==> config.mk <==
export PLATFORM = sky130hd
export DESIGN_NAME = bank_joltage_max_flat
export DESIGN_NICKNAME = d
export VERILOG_FILES = /design/src/rtl/bank_joltage_max_if.sv /design/src/rtl/bank_joltage_max.sv /design/src/flat_wrapper.sv
export SDC_FILE = /design/constraint.sdc
export NUM_CORES = 1
export LEC_CHECK = 0
export CORE_ASPECT_RATIO = 0.9
export CORE_UTILIZATION = 30
export DETAILED_ROUTE_END_ITERATION = 8
export MAX_ROUTING_LAYER = met4
export SLEW_MARGIN = 20
export SYNTH_ARGS = -nofsm -noshare
export SYNTH_HDL_FRONTEND = slang
export SYNTH_SLANG_ARGS = --single-unit
==> constraint.sdc <==
create_clock -name clk -period 10.3 [get_ports clk]
set_clock_uncertainty 0.1 [all_clocks]
set_input_delay 1.03 -clock clk [delete_from_list [all_inputs] [get_ports clk]]
set_output_delay 1.03 -clock clk [all_outputs]
set_load 0.005 [all_outputs]
==> src/rtl/bank_joltage_max_if.sv <==
// Stream interface for bank_joltage_max.
//   Input side : in_valid/in_ready handshake carrying in_digit (BCD) and in_last.
//   Output side: out_valid/out_ready handshake carrying out_value and out_err.
// The master modport is the producer of digits and consumer of results (the
// environment); the slave modport is the block itself.
interface bank_joltage_max_if #(
    parameter int DATA_W = 32
);
    logic              in_valid;
    logic              in_ready;
    logic [3:0]        in_digit;
    logic              in_last;
    logic              out_valid;
    logic              out_ready;
    logic [DATA_W-1:0] out_value;
    logic              out_err;

    modport master (
        output in_valid,
        output in_digit,
        output in_last,
        output out_ready,
        input  in_ready,
        input  out_valid,
        input  out_value,
        input  out_err
    );

    modport slave (
        input  in_valid,
        input  in_digit,
        input  in_last,
        input  out_ready,
        output in_ready,
        output out_valid,
        output out_value,
        output out_err
    );
endinterface

==> src/rtl/bank_joltage_max.sv <==
// bank_joltage_max
// Consumes one battery bank per line as a stream of decimal digits and emits,
// per bank, the largest two-digit value formed by an ordered digit pair
// (tens digit earlier than units digit). Results are zero-extended to DATA_W
// and handed downstream over a valid/ready handshake.
//
// Ports:
//   clk        rising-edge clock
//   rst_n      asynchronous active-low reset; drops partial banks and any
//              pending result
//   bus        slave side of the digit/result stream interface
//   lines_done count of results handed off, wraps modulo 2^LINES_W
module bank_joltage_max #(
    parameter int DATA_W  = 32,
    parameter int CNT_W   = 8,
    parameter int LINES_W = 16
) (
    input  logic               clk,
    input  logic               rst_n,
    bank_joltage_max_if.slave  bus,
    output logic [LINES_W-1:0] lines_done
);

    // Illegal BCD codes (10..15) are folded to 0; the caller flags the line.
    function automatic logic [3:0] sanitize_digit(input logic [3:0] d);
        logic [3:0] r;
        if (d > 4'd9) begin
            r = 4'd0;
        end else begin
            r = d;
        end
        return r;
    endfunction

    function automatic logic digit_illegal(input logic [3:0] d);
        return (d > 4'd9);
    endfunction

    // Per-line state
    logic [3:0]         best_first_q, best_first_d;
    logic [6:0]         best_pair_q,  best_pair_d;
    logic [CNT_W-1:0]   cnt_q,        cnt_d;
    logic               err_q,        err_d;
    // Output holding register
    logic               out_valid_q,  out_valid_d;
    logic [6:0]         out_value_q,  out_value_d;
    logic               out_err_q,    out_err_d;
    logic [LINES_W-1:0] lines_q,      lines_d;

    logic       in_ready_s;
    logic       accept_s;
    logic       out_hs_s;
    logic [3:0] digit_s;
    logic       bad_s;
    logic [6:0] cand_s;
    logic [6:0] pair_upd_s;
    logic [3:0] first_upd_s;

    // Handshake decode; in_ready never looks at in_valid.
    always_comb begin
        in_ready_s = !out_valid_q || bus.out_ready;
        accept_s   = bus.in_valid && in_ready_s;
        out_hs_s   = out_valid_q && bus.out_ready;
    end

    // Running best pair/first digit including the digit being offered now.
    // cand uses best_first before it absorbs this digit, so a digit never
    // pairs with itself.
    always_comb begin
        digit_s = sanitize_digit(bus.in_digit);
        bad_s   = digit_illegal(bus.in_digit);
        cand_s  = ({3'b000, best_first_q} * 7'd10) + {3'b000, digit_s};
        if ((cnt_q != {CNT_W{1'b0}}) && (cand_s > best_pair_q)) begin
            pair_upd_s = cand_s;
        end else begin
            pair_upd_s = best_pair_q;
        end
        if (digit_s > best_first_q) begin
            first_upd_s = digit_s;
        end else begin
            first_upd_s = best_first_q;
        end
    end

    // Next-state for line accumulation, output register and handoff counter.
    always_comb begin
        best_first_d = best_first_q;
        best_pair_d  = best_pair_q;
        cnt_d        = cnt_q;
        err_d        = err_q;
        out_valid_d  = out_valid_q;
        out_value_d  = out_value_q;
        out_err_d    = out_err_q;
        lines_d      = lines_q;

        if (out_hs_s) begin
            lines_d     = lines_q + {{(LINES_W-1){1'b0}}, 1'b1};
            out_valid_d = 1'b0;
        end else begin
            lines_d = lines_q;
        end

        if (accept_s) begin
            if (bus.in_last) begin
                // A new result loading on the same edge as a handoff wins
                // over the deassert above, so out_valid stays high.
                out_valid_d  = 1'b1;
                out_value_d  = pair_upd_s;
                // Total digits < 2 exactly when this is the first one.
                out_err_d    = err_q || bad_s || (cnt_q == {CNT_W{1'b0}});
                best_first_d = 4'd0;
                best_pair_d  = 7'd0;
                cnt_d        = {CNT_W{1'b0}};
                err_d        = 1'b0;
            end else begin
                best_first_d = first_upd_s;
                best_pair_d  = pair_upd_s;
                err_d        = err_q || bad_s;
                if (cnt_q == {CNT_W{1'b1}}) begin
                    cnt_d = cnt_q;
                end else begin
                    cnt_d = cnt_q + {{(CNT_W-1){1'b0}}, 1'b1};
                end
            end
        end else begin
            best_first_d = best_first_q;
        end
    end

    // State registers; reset discards partial banks and pending results.
    always_ff @(posedge clk or negedge rst_n) begin
        if (!rst_n) begin
            best_first_q <= 4'd0;
            best_pair_q  <= 7'd0;
            cnt_q        <= {CNT_W{1'b0}};
            err_q        <= 1'b0;
            out_valid_q  <= 1'b0;
            out_value_q  <= 7'd0;
            out_err_q    <= 1'b0;
            lines_q      <= {LINES_W{1'b0}};
        end else begin
            best_first_q <= best_first_d;
            best_pair_q  <= best_pair_d;
            cnt_q        <= cnt_d;
            err_q        <= err_d;
            out_valid_q  <= out_valid_d;
            out_value_q  <= out_value_d;
            out_err_q    <= out_err_d;
            lines_q      <= lines_d;
        end
    end

    assign bus.in_ready  = in_ready_s;
    assign bus.out_valid = out_valid_q;
    assign bus.out_value = {{(DATA_W-7){1'b0}}, out_value_q};
    assign bus.out_err   = out_err_q;
    assign lines_done    = lines_q;

endmodule

==> src/flat_wrapper.sv <==
// flat-port wrapper written by rule: the top's interface ports become plain ports
module bank_joltage_max_flat 
#(
    parameter int DATA_W  = 32,
    parameter int CNT_W   = 8,
    parameter int LINES_W = 16
)
  (clk, rst_n, lines_done, bus_in_valid, bus_in_digit, bus_in_last, bus_out_ready, bus_in_ready, bus_out_valid, bus_out_value, bus_out_err);
  bank_joltage_max_if #(.DATA_W(DATA_W)) bus_i ();
  input  logic clk;
  input  logic rst_n;
  output logic [LINES_W-1:0] lines_done;
  input wire logic [$bits(bus_i.in_valid)-1:0] bus_in_valid;
  input wire logic [$bits(bus_i.in_digit)-1:0] bus_in_digit;
  input wire logic [$bits(bus_i.in_last)-1:0] bus_in_last;
  input wire logic [$bits(bus_i.out_ready)-1:0] bus_out_ready;
  output wire logic [$bits(bus_i.in_ready)-1:0] bus_in_ready;
  output wire logic [$bits(bus_i.out_valid)-1:0] bus_out_valid;
  output wire logic [$bits(bus_i.out_value)-1:0] bus_out_value;
  output wire logic [$bits(bus_i.out_err)-1:0] bus_out_err;
  assign bus_i.in_valid = bus_in_valid;
  assign bus_i.in_digit = bus_in_digit;
  assign bus_i.in_last = bus_in_last;
  assign bus_i.out_ready = bus_out_ready;
  assign bus_in_ready = bus_i.in_ready;
  assign bus_out_valid = bus_i.out_valid;
  assign bus_out_value = bus_i.out_value;
  assign bus_out_err = bus_i.out_err;
  bank_joltage_max #(.DATA_W(DATA_W), .CNT_W(CNT_W), .LINES_W(LINES_W)) u_core (.clk(clk), .rst_n(rst_n), .bus(bus_i), .lines_done(lines_done));
endmodule
==> results_dict.tcl, run 1 <==
set metrics [dict create \
    run_status "complete, no violations" \
    tightest_slew_ps 918 \
    reg2reg_depth 12 \
    postCtsSetupBuffers 0 \
    timing.critical_path.slowest_cell_delay_ps 750 \
    synth_async_sr_flop_share 1.00 \
    die_ar_um2 9570 \
    max_cap_viol_count 0 \
    synth_top_area_cell "dfrtp_1" \
    core.rowCount 32 \
    post_route_total_power_uw 687 \
    vdd_ir_drop_max_mv 0.0741 \
    critical_path.max_fanout 13 \
    setup.worst_path.end "u_core.best_pair_q[1]" \
    cts.sinks 45 \
    cts_inserted_buffers 5 \
    regArea_um2 1130 \
    rsz0062_at_grt "no" \
    r2r-start "u_core.best_first_q[1]" \
    area_share_of_the_leading_cell_type_in_the_synthesized_netlist 0.409 \
    worst_slew_margin_relative_to_its_limit 0.387 \
    postRouteAntennaNets 0 \
    syn_inst 278 \
    worst-setup-path-type "primary input to flop" \
    post_layout_nonfiller_instances 433 \
    place.gp.congestion 0.813 \
    cts-hold-fix-buffers 0 \
    post_drt_via_cell_ratio 4.58 \
    critical_path.cell_chain "clkdlybuf4s50_1 > nand2b_1 > inv_1 > ha_1 > fa_1 > and3b_1 > a2111oi_0 > o311ai_2 > ha_1 > nand4_1 > a21o_1 > a211oi_2 > o21ai_1 > a22o_1" \
    setup_viol 0 \
    drcViolationCount 0 \
    hold_path_class "flop to flop" \
    finalWirelength_mm 5.43 \
    cts_buffer_depth 2 \
    fill_cells 905 \
    synth.top_cells.by_area "dfrtp_1 41%, ha_1 8.6%, buf_4 6.8%, xnor2_1 4.1%, xor2_1 3.8%" \
    fmax_ghz 0.188 \
    place.port_buffers 34 \
    timing.final.max_slew_violations 0 \
    io_pins 60 \
    synth-main-ff-cell "dfrtp_1" \
    final_critical_path_setup_slack_ps 4990 \
    power_density_nw_per_um2 213 \
    drt_iter0_markers 101 \
    setup_total_negative_slack_ps 0 \
    antenna_cells 0 \
    effective_utilization_at_floorplan 0.316 \
    dp_slack_ps 4810 \
    antenna_found_initial 0 \
    clock_pin_slew_reported_for_the_worst_setup_and_hold_paths_after_clock_tree_synthesis_ps 80 \
    grt_pass1_wl_mm 8.80 \
    yosys_register_bits 45 \
    cts_repair_resize_count 0 \
    synth_area_per_cell_um2 9.91 \
    kind_of_cell_adding_the_most_delay_to_the_critical_path "compound AO/OA/AOI/OAI gates" \
    critical_path_buf_inv_count 2 \
    end_kind "flop" \
    fin_crit_ps 5310 \
    period_share 0.516 \
    clk_root_buffer_cell "clkbuf_8" \
    synth-seq-area-share 0.409 \
    r2r_end "u_core.best_pair_q[1]" \
    place_inst 426 \
    post_synth_instance_area_um2 2760 \
    clk_latency_ps 290 \
    cp_num_cells 14 \
    cts_tree "done" \
    worst_ep_arrival_time_ps 5390 \
    detail_route.first_pass.iterations 4 \
    most_common_cell_after_layout_fill_and_taps_aside "dfrtp_1" \
    startpoint "bus_in_digit[3]" \
    drive_above_1_share 0.0605 \
    cts-htree-levels 2 \
    syn_to_final_growth_pct 17.4 \
    synthesis.yosys.warnings 0 \
    count_of_distinct_cell_types_in_the_synthesized_netlist 51 \
    number_of_flops_mapped_to_enable_cells_by_yosys 0 \
    crit_required_ps 10380 \
    area_occupied_by_multi_input_gates_um2 1450 \
    globalRoute.totalOverflow 0 \
    via_count 1983 \
    wl_per_cell_um 12.5 \
    floorplan.die.height_um 92.9 \
    globalRouteTotalUtil 0.122 \
    grt_max_degree 46 \
    die_width_um 103 \
    core-area_um2 8730 \
    grt_pass1_vias 1858 \
    worstSetupStartpointType "primary input" \
    reg2reg_setup_slack_ps 5460 \
    hold_violations 0 \
    total_leakage_power_nw 1.47 \
    timing.critical_path.slowest_stage_cell "a211oi_2" \
    nets 344 \
    dp_hpwl_mm 4.12 \
    critical-path-top-cell-by-count "ha_1" \
    timing.hold.ws_ps 381 \
    commonest_cells_after_routing_fill_and_taps_aside "45 x dfrtp_1, 33 x clkdlybuf4s50_1, 25 x conb_1" \
]
==> power breakdown <==
part / total [mW] / internal [mW] / leakage [nW] / switching (mW)
combinational: 0.308 / 0.154 / 0.816 / 0.154
sequential: 0.250 / 0.215 / 0.604 / 0.0355
clock: 0.129 / 0.0705 / 0.0540 / 0.0584
==> worst register-to-register path, stage by stage (launching register included) <==
cell and delay, ps:
dfrtp_1 450, ha_1 320, ha_1 220, fa_1 620
and3b_1 210, a2111oi_0 540, o311ai_2 250, ha_1 350
nand4_1 120, a21o_1 180, a211oi_2 750, o21ai_1 350
a22o_1 270
==> state kept, by name (all words and copies together), names as in the netlist <==
name	cells
u_core.bus.out_valid	1
u_core.out_value_q	7
u_core.bus.out_err	1
u_core.cnt_q	8
u_core.best_pair_q	7
u_core.best_first_q	4
u_core.lines_done	16
u_core.err_q	1
==> worst min-delay path by stage <==
stage | startpoint | to | slack (ps) | cells past startpoint
2_1_floorplan | u_core.err_q | u_core.err_q | 360 | 2
3_3_place_gp | u_core.lines_done[15] | u_core.lines_done[15] | 360 | 1
3_5_place_dp | u_core.lines_done[15] | u_core.lines_done[15] | 370 | 1
4_1_cts | u_core.lines_done[15] | u_core.lines_done[15] | 380 | 1
5_1_grt | u_core.lines_done[15] | u_core.lines_done[15] | 400 | 1
6_report | u_core.lines_done[15] | u_core.lines_done[15] | 380 | 1
==> routing by layer <==
metal | up-vias | track usage | share of wire
met4 | 0 | 0.0329 | 0.0098
met3 | 6 | 0.0294 | 0.039
met1 | 944 | 0.157 | 0.49
met5 | - | - | 0
li1 | 986 | - | -
met2 | 47 | 0.191 | 0.46
==> Yosys cell counts (all sizes together), types with 2 or more instances <==
library cell,instances
dfrtp,45
buf,27
nand2,24
ha,19
inv,16
nor2,15
xnor2,13
o21ai,12
xor2,12
a21oi,10
nand3,9
nand4,8
a22o,7
and3,6
mux2i,4
nand2b,4
nor2b,4
clkbuf,3
nor3,3
o311ai,3
a31o,2
and2,2
and3b,2
fa,2
mux2,2
nand3b,2
o21a,2
o2bb2ai,2
==> cell families after synthesis <==
| kind of cell | Yosys count | synth area share |
|---|---|---|
| xor gates and xnor gates | 25 | 0.0795 |
| DFF | 45 | 0.409 |
| adders and majority gates | 22 | 0.105 |
| buffers and inverters | 46 | 0.0976 |
| AOI/OAI and AO/OA | 46 | 0.121 |
| and+or+nand+nor | 87 | 0.164 |
| other | 1 | 0.00136 |
| muxes | 6 | 0.0227 |
==> cell type report <==
type / count / share of cell area
tap: 119 / 0.0460
multi-input combinational: 211 / 0.448
clock inverter: 2 / 0.0108
clock buffer: 5 / 0.0213
inverter: 16 / 0.0186
timing repair buffer: 35 / 0.107
sequential: 45 / 0.348
==> per-stage QoR <==
| step | area [um2] | util |
|---|---|---|
| 2_1_floorplan | 2850 | - |
| 3_3_place_gp | 3130 | 0.358 |
| 3_5_place_dp | 3130 | 0.358 |
| 4_1_cts | 3230 | 0.370 |
| 5_1_grt | 3230 | 0.371 |
| 6_report | 3230 | 0.371 |
Power figures use the tool's default switching activity.
==> run 2, diff against run 1 <==
clock period = 5.26 ns   (was 10.3 ns; I/O delays follow)
==> run 2 against run 1 <==
Effect of this change: sequential share of layout area is 0.40 points lower; non-clock buffer count is 1 higher; die area stayed put; design area is 1.2% higher; final cell count is 0.46% higher; register-to-register slack worse by 4600 ps; sequential power is 96% higher; hold slack worse by 260 ps; largest cell class unchanged; largest power group unchanged.
==> results_dict.tcl, run 2 (synthesis results as in run 1) <==
set metrics [dict create \
    worst_slew_margin_relative_to_its_limit 0.519 \
    cts-htree-levels 2 \
    core.rowCount 32 \
    nets 345 \
    worstSetupStartpointType "flop" \
    die_ar_um2 9570 \
    critical_path_buf_inv_count 0 \
    place.port_buffers 34 \
    antenna_found_initial 0 \
    critical_path.max_fanout 7 \
    regArea_um2 1130 \
    cts_buffer_depth 2 \
    wl_per_cell_um 12.4 \
    antenna_cells 0 \
    largest_register_ffs 16 \
    drive_above_1_share 0.0665 \
    cts_repair_resize_count 0 \
    end_kind "flop" \
    fill_cells 893 \
    die_width_um 103 \
    cts_tree "done" \
    tightest_slew_ps 712 \
    fin_crit_ps 4390 \
    period_share 0.836 \
    timing.critical_path.slowest_cell_delay_ps 630 \
    hold_violations 0 \
    clk_root_buffer_cell "clkbuf_8" \
    clock_pin_slew_reported_for_the_worst_setup_and_hold_paths_after_clock_tree_synthesis_ps 90 \
    timing.final.max_slew_violations 0 \
    kind_of_cell_adding_the_most_delay_to_the_critical_path "compound AO/OA/AOI/OAI gates" \
    cts.sinks 45 \
    finalWirelength_mm 5.38 \
    most_common_cell_after_layout_fill_and_taps_aside "dfrtp_1" \
    drt_iter0_markers 63 \
    drcViolationCount 0 \
    post_drt_via_cell_ratio 4.57 \
    rsz0062_at_grt "no" \
    worst_ep_arrival_time_ps 4480 \
    met3WireLength_um 168 \
    max_cap_viol_count 0 \
    grt_max_degree 46 \
    area_occupied_by_multi_input_gates_um2 1450 \
    hold_path_class "primary input to asynchronous set/reset pin" \
    commonest_cells_after_routing_fill_and_taps_aside "45 x dfrtp_1, 33 x clkdlybuf4s50_1, 25 x conb_1" \
    total_leakage_power_nw 1.49 \
    timing.critical_path.slowest_stage_cell "fa_1" \
    io_pins 60 \
    postRouteAntennaNets 0 \
    run_status "complete, no violations" \
    syn_to_final_growth_pct 18.8 \
    clk_latency_ps 300 \
    globalRouteTotalUtil 0.129 \
    critical_path.cell_chain "ha_1 > ha_1 > fa_1 > and3b_1 > a2111oi_0 > o311ai_2 > ha_1 > nand4_1 > a21o_1 > a211oi_2 > o21ai_1 > a22o_1" \
    vdd_ir_drop_max_mv 0.169 \
    dp_hpwl_mm 4.08 \
    via_count 1990 \
    worst-setup-path-type "flop to flop" \
    detail_route.first_pass.iterations 4 \
    postLayoutCoreUtil 0.375 \
    critical-path-top-cell-by-count "ha_1" \
    power_density_nw_per_um2 432 \
    setup_total_negative_slack_ps 0 \
    cts-hold-fix-buffers 0 \
    effective_utilization_at_floorplan 0.316 \
    crit_required_ps 5350 \
    floorplan.die.height_um 92.9 \
    globalRoute.totalOverflow 0 \
    highest_layer "met4" \
    grt_pass1_wl_mm 9.32 \
    cts_inserted_buffers 5 \
    grt_pass1_vias 1913 \
    route.layer.met1.wl_mm 2.67 \
    place.gp.congestion 0.797 \
    setup_viol 0 \
    sum_of_met2_wire_segment_lengths_after_detailed_routing_mm 2.44 \
    postCtsSetupBuffers 0 \
    fmax_ghz 0.228 \
    core-area_um2 8730 \
]
[run 2: changes by cell type in the layout (fill, tap and decap cells not counted), sizes merged]
| cell | before | now |
|---|---|---|
| buf | 2 | 3 |
| bufinv | 1 | 2 |
[run 2: worst reg2reg max path: stages (launching register included)]
cell	delay, ps
dfrtp_1	450
ha_1	320
ha_1	220
fa_1	630
and3b_1	210
a2111oi_0	500
o311ai_2	230
ha_1	350
nand4_1	120
a21o_1	190
a211oi_2	390
o21ai_1	280
a22o_1	290
[run 2: layer usage]
layer	vias to the layer above	GRT usage
li1	991	-
met1	951	0.173
met2	38	0.196
met3	10	0.0279
met4	0	0.0387
met5	-	-
[run 2: path summary, 6_finish.rpt]
path                                         from                    end  slack [ps]  depth (start not counted)
min reg2reg                 u_core.lines_done[15]  u_core.lines_done[15]         380                          1
max                        u_core.best_first_q[1]  u_core.best_pair_q[3]         870                         12
min in group clk            u_core.lines_done[15]  u_core.lines_done[15]         380                          1
max reg2reg                u_core.best_first_q[1]  u_core.best_pair_q[3]         870                         12
max in group asynchronous                   rst_n  u_core.best_pair_q[1]        4550                          1
min                                         rst_n  u_core.best_pair_q[4]         120                          1
[run 2: per-stage QoR]
stage               worst slack (ps)  instances  total power [mW]  area, um2  hold slack [ps]
global route                     512        435              1.54       3270              164
global placement                 730        427              1.10       3140              365
detailed placement               622        427              1.11       3140              369
CTS                              872        435              1.43       3270              333
floorplan                       1280        302             0.917       2850              130
finish                           865        435              1.41       3270              118
[run 2: final cells by class]
class | instances | share of cell area
clock buffers | 5 | 0.0210
clock inverters | 3 | 0.0199
inverters | 16 | 0.0184
multi-input cells | 211 | 0.443
flip-flops and latches | 45 | 0.344
well taps | 119 | 0.0455
repair buffers | 36 | 0.108
[run 2: report_power, final]
part	total, mW	switching (mW)	internal (mW)
Combinational	0.618	0.305	0.313
Sequential	0.489	0.0678	0.421
Clock	0.307	0.119	0.189
==> run 3, diff against run 2 <==
clock period = 3.7 ns   (was 5.26 ns; I/O delays follow)
==> run 3 against run 2 <==
Effect of this change: the flow now finishes with violations (negative hold slack, negative setup slack); die area unchanged; register-to-register slack got worse by 990 ps; via count increased by 7.6%; utilization increased by 3.5 points; design area increased by 9.4%; hold slack got worse by 160 ps; first-iteration DRC count increased by 4.8%; largest power group unchanged.
==> results_dict.tcl, run 3 (synthesis results as in run 1) <==
set metrics [dict create \
    max_cap_viol_count 0 \
    worst_slew_margin_relative_to_its_limit 0.316 \
    grt_max_degree 46 \
    worst-setup-path-type "flop to flop" \
    grt_pass1_wl_mm 9.99 \
    clock_group_share_of_total_power 0.185 \
    globalRoute.totalOverflow 0 \
    drcViolationCount 0 \
    postRouteAntennaNets 0 \
    cts_tree "done" \
    r2r-start "u_core.best_first_q[3]" \
    core-area_um2 8730 \
    end_kind "flop" \
    timing.hold.ws_ps -38.4 \
    nets 374 \
    worst_ep_arrival_time_ps 3970 \
    drt_iter0_markers 66 \
    cts_inserted_buffers 5 \
    startpoint "u_core.best_first_q[3]" \
    detail_route.first_pass.iterations 4 \
    grt_pass1_vias 2139 \
    globalRouteTotalUtil 0.139 \
    total_leakage_power_nw 1.65 \
    syn_to_final_growth_pct 29.9 \
    critical_path.max_fanout 7 \
    finalWirelength_mm 5.82 \
    rsz0062_at_grt "yes" \
    reg2reg_depth 13 \
    core.rowCount 32 \
    clock_pin_slew_reported_for_the_worst_setup_and_hold_paths_after_clock_tree_synthesis_ps 100 \
    drive_above_1_share 0.183 \
    post_route_total_power_mw 2.42 \
    fmax_ghz 0.261 \
    cts-hold-fix-buffers 0 \
    wl_per_cell_um 12.5 \
    via_count 2141 \
    period_share 1.04 \
    largest_register_ffs 16 \
    p_sw_frac 0.346 \
    setup.worst_path.end "u_core.best_pair_q[5]" \
    die_width_um 103 \
    power_report.internal_total_mw 1.59 \
    fin_crit_ps 3830 \
    final_critical_path_setup_slack_ps -130 \
    post_drt_via_cell_ratio 4.61 \
    crit_required_ps 3840 \
    place.gp.congestion 0.821 \
    vdd_ir_drop_max_mv 0.251 \
    timing.final.max_slew_violations 0 \
    antenna_found_initial 0 \
    violations "negative hold slack, negative setup slack" \
    pwr-share-comb 0.532 \
    commonest_cells_after_routing_fill_and_taps_aside "45 x dfrtp_1, 33 x clkdlybuf4s50_1, 30 x buf_4" \
    cts-htree-levels 2 \
    floorplan.die.height_um 92.9 \
    dp_hpwl_mm 4.39 \
    r2r_end "u_core.best_pair_q[5]" \
    hold_violations 45 \
    hold_path_class "primary input to asynchronous set/reset pin" \
    io_pins 60 \
    seq_power_share 0.283 \
    die_ar_um2 9570 \
    most_common_cell_after_layout_fill_and_taps_aside "dfrtp_1" \
    clk_root_buffer_cell "clkbuf_8" \
    power_density_nw_per_um2 677 \
    clk_latency_ps 300 \
    cts.sinks 45 \
    run_status "finished with violations" \
    postLayoutCoreUtil 0.410 \
    setup_viol 14 \
    antenna_cells 0 \
    setup_total_negative_slack_ps -1210 \
    tightest_slew_ps 1020 \
    reg2reg_setup_slack_ps -130 \
    net-switching-power_uw 839 \
    place.port_buffers 34 \
    effective_utilization_at_floorplan 0.316 \
    cts_buffer_depth 2 \
    worstSetupStartpointType "flop" \
]
run 3: how the worst min path moves through the flow:
stage	slack, ps	endpoint	startpoint
2_1_floorplan	-30	u_core.best_first_q[0]	rst_n
4_1_cts	190	u_core.out_value_q[4]	rst_n
5_1_grt	9	u_core.out_value_q[5]	rst_n
6_report	-40	u_core.out_value_q[4]	rst_n
3_3_place_gp	360	u_core.lines_done[15]	u_core.lines_done[15]
3_5_place_dp	370	u_core.lines_done[15]	u_core.lines_done[15]
run 3: stage by stage:
stage | area (um2) | worst slack (ps) | cells | hold slack [ps]
final | 3580 | -130 | 464 | -38.4
after global routing | 3580 | -331 | 464 | 8.71
after CTS | 3520 | -98.7 | 461 | 188
after detailed placement | 3310 | -473 | 449 | 374
after global placement | 3310 | -275 | 449 | 359
after floorplan | 2860 | 8.04 | 302 | -25.6
run 3: area by class of cell:
type                       instances  area [um2]
fill                             873        5150
tap                              119         149
inverter                          16        60.1
timing repair buffer              65         578
clock buffer                       5        68.8
multi-input combinational        211        1530
sequential                        45        1130
clock inverter                     3        68.8
run 3: metal layers:
metal	vias up	track usage	share of wire	routed length, um
met3	4	0.0325	0.040	233
met5	-	-	0	0
met2	44	0.222	0.47	2750
li1	1055	-	-	-
met4	0	0.0293	0.0045	26
met1	1038	0.178	0.48	2810
run 3: what timing repair did:
item	4_1_cts	5_1_grt
pin swaps	1	8
gates cloned	1	0
setup buffers	3	4
gates resized for setup	12	10
setup endpoints to repair	14	14
run 3: power groups by stage:
| stage | clock [mW] | sequential (mW) | combinational, mW |
|---|---|---|---|
| after floorplan | 0 | 0.692 | 0.630 |
| after global placement | 0 | 0.695 | 1.02 |
| after detailed placement | 0 | 0.698 | 1.05 |
| after CTS | 0.460 | 0.688 | 1.20 |
| after global routing | 0.484 | 0.707 | 1.43 |
| final | 0.448 | 0.687 | 1.29 |
run 3: worst max-delay path: stages (launching register included):
cell	delay [ps]
dfrtp_1	390
ha_1	300
ha_2	190
fa_2	560
and3b_2	240
a2111oi_4	330
o311ai_2	170
ha_1	320
nand4_1	110
a21o_1	200
a211oi_4	300
buf_4	180
and3_4	230
a22o_1	160
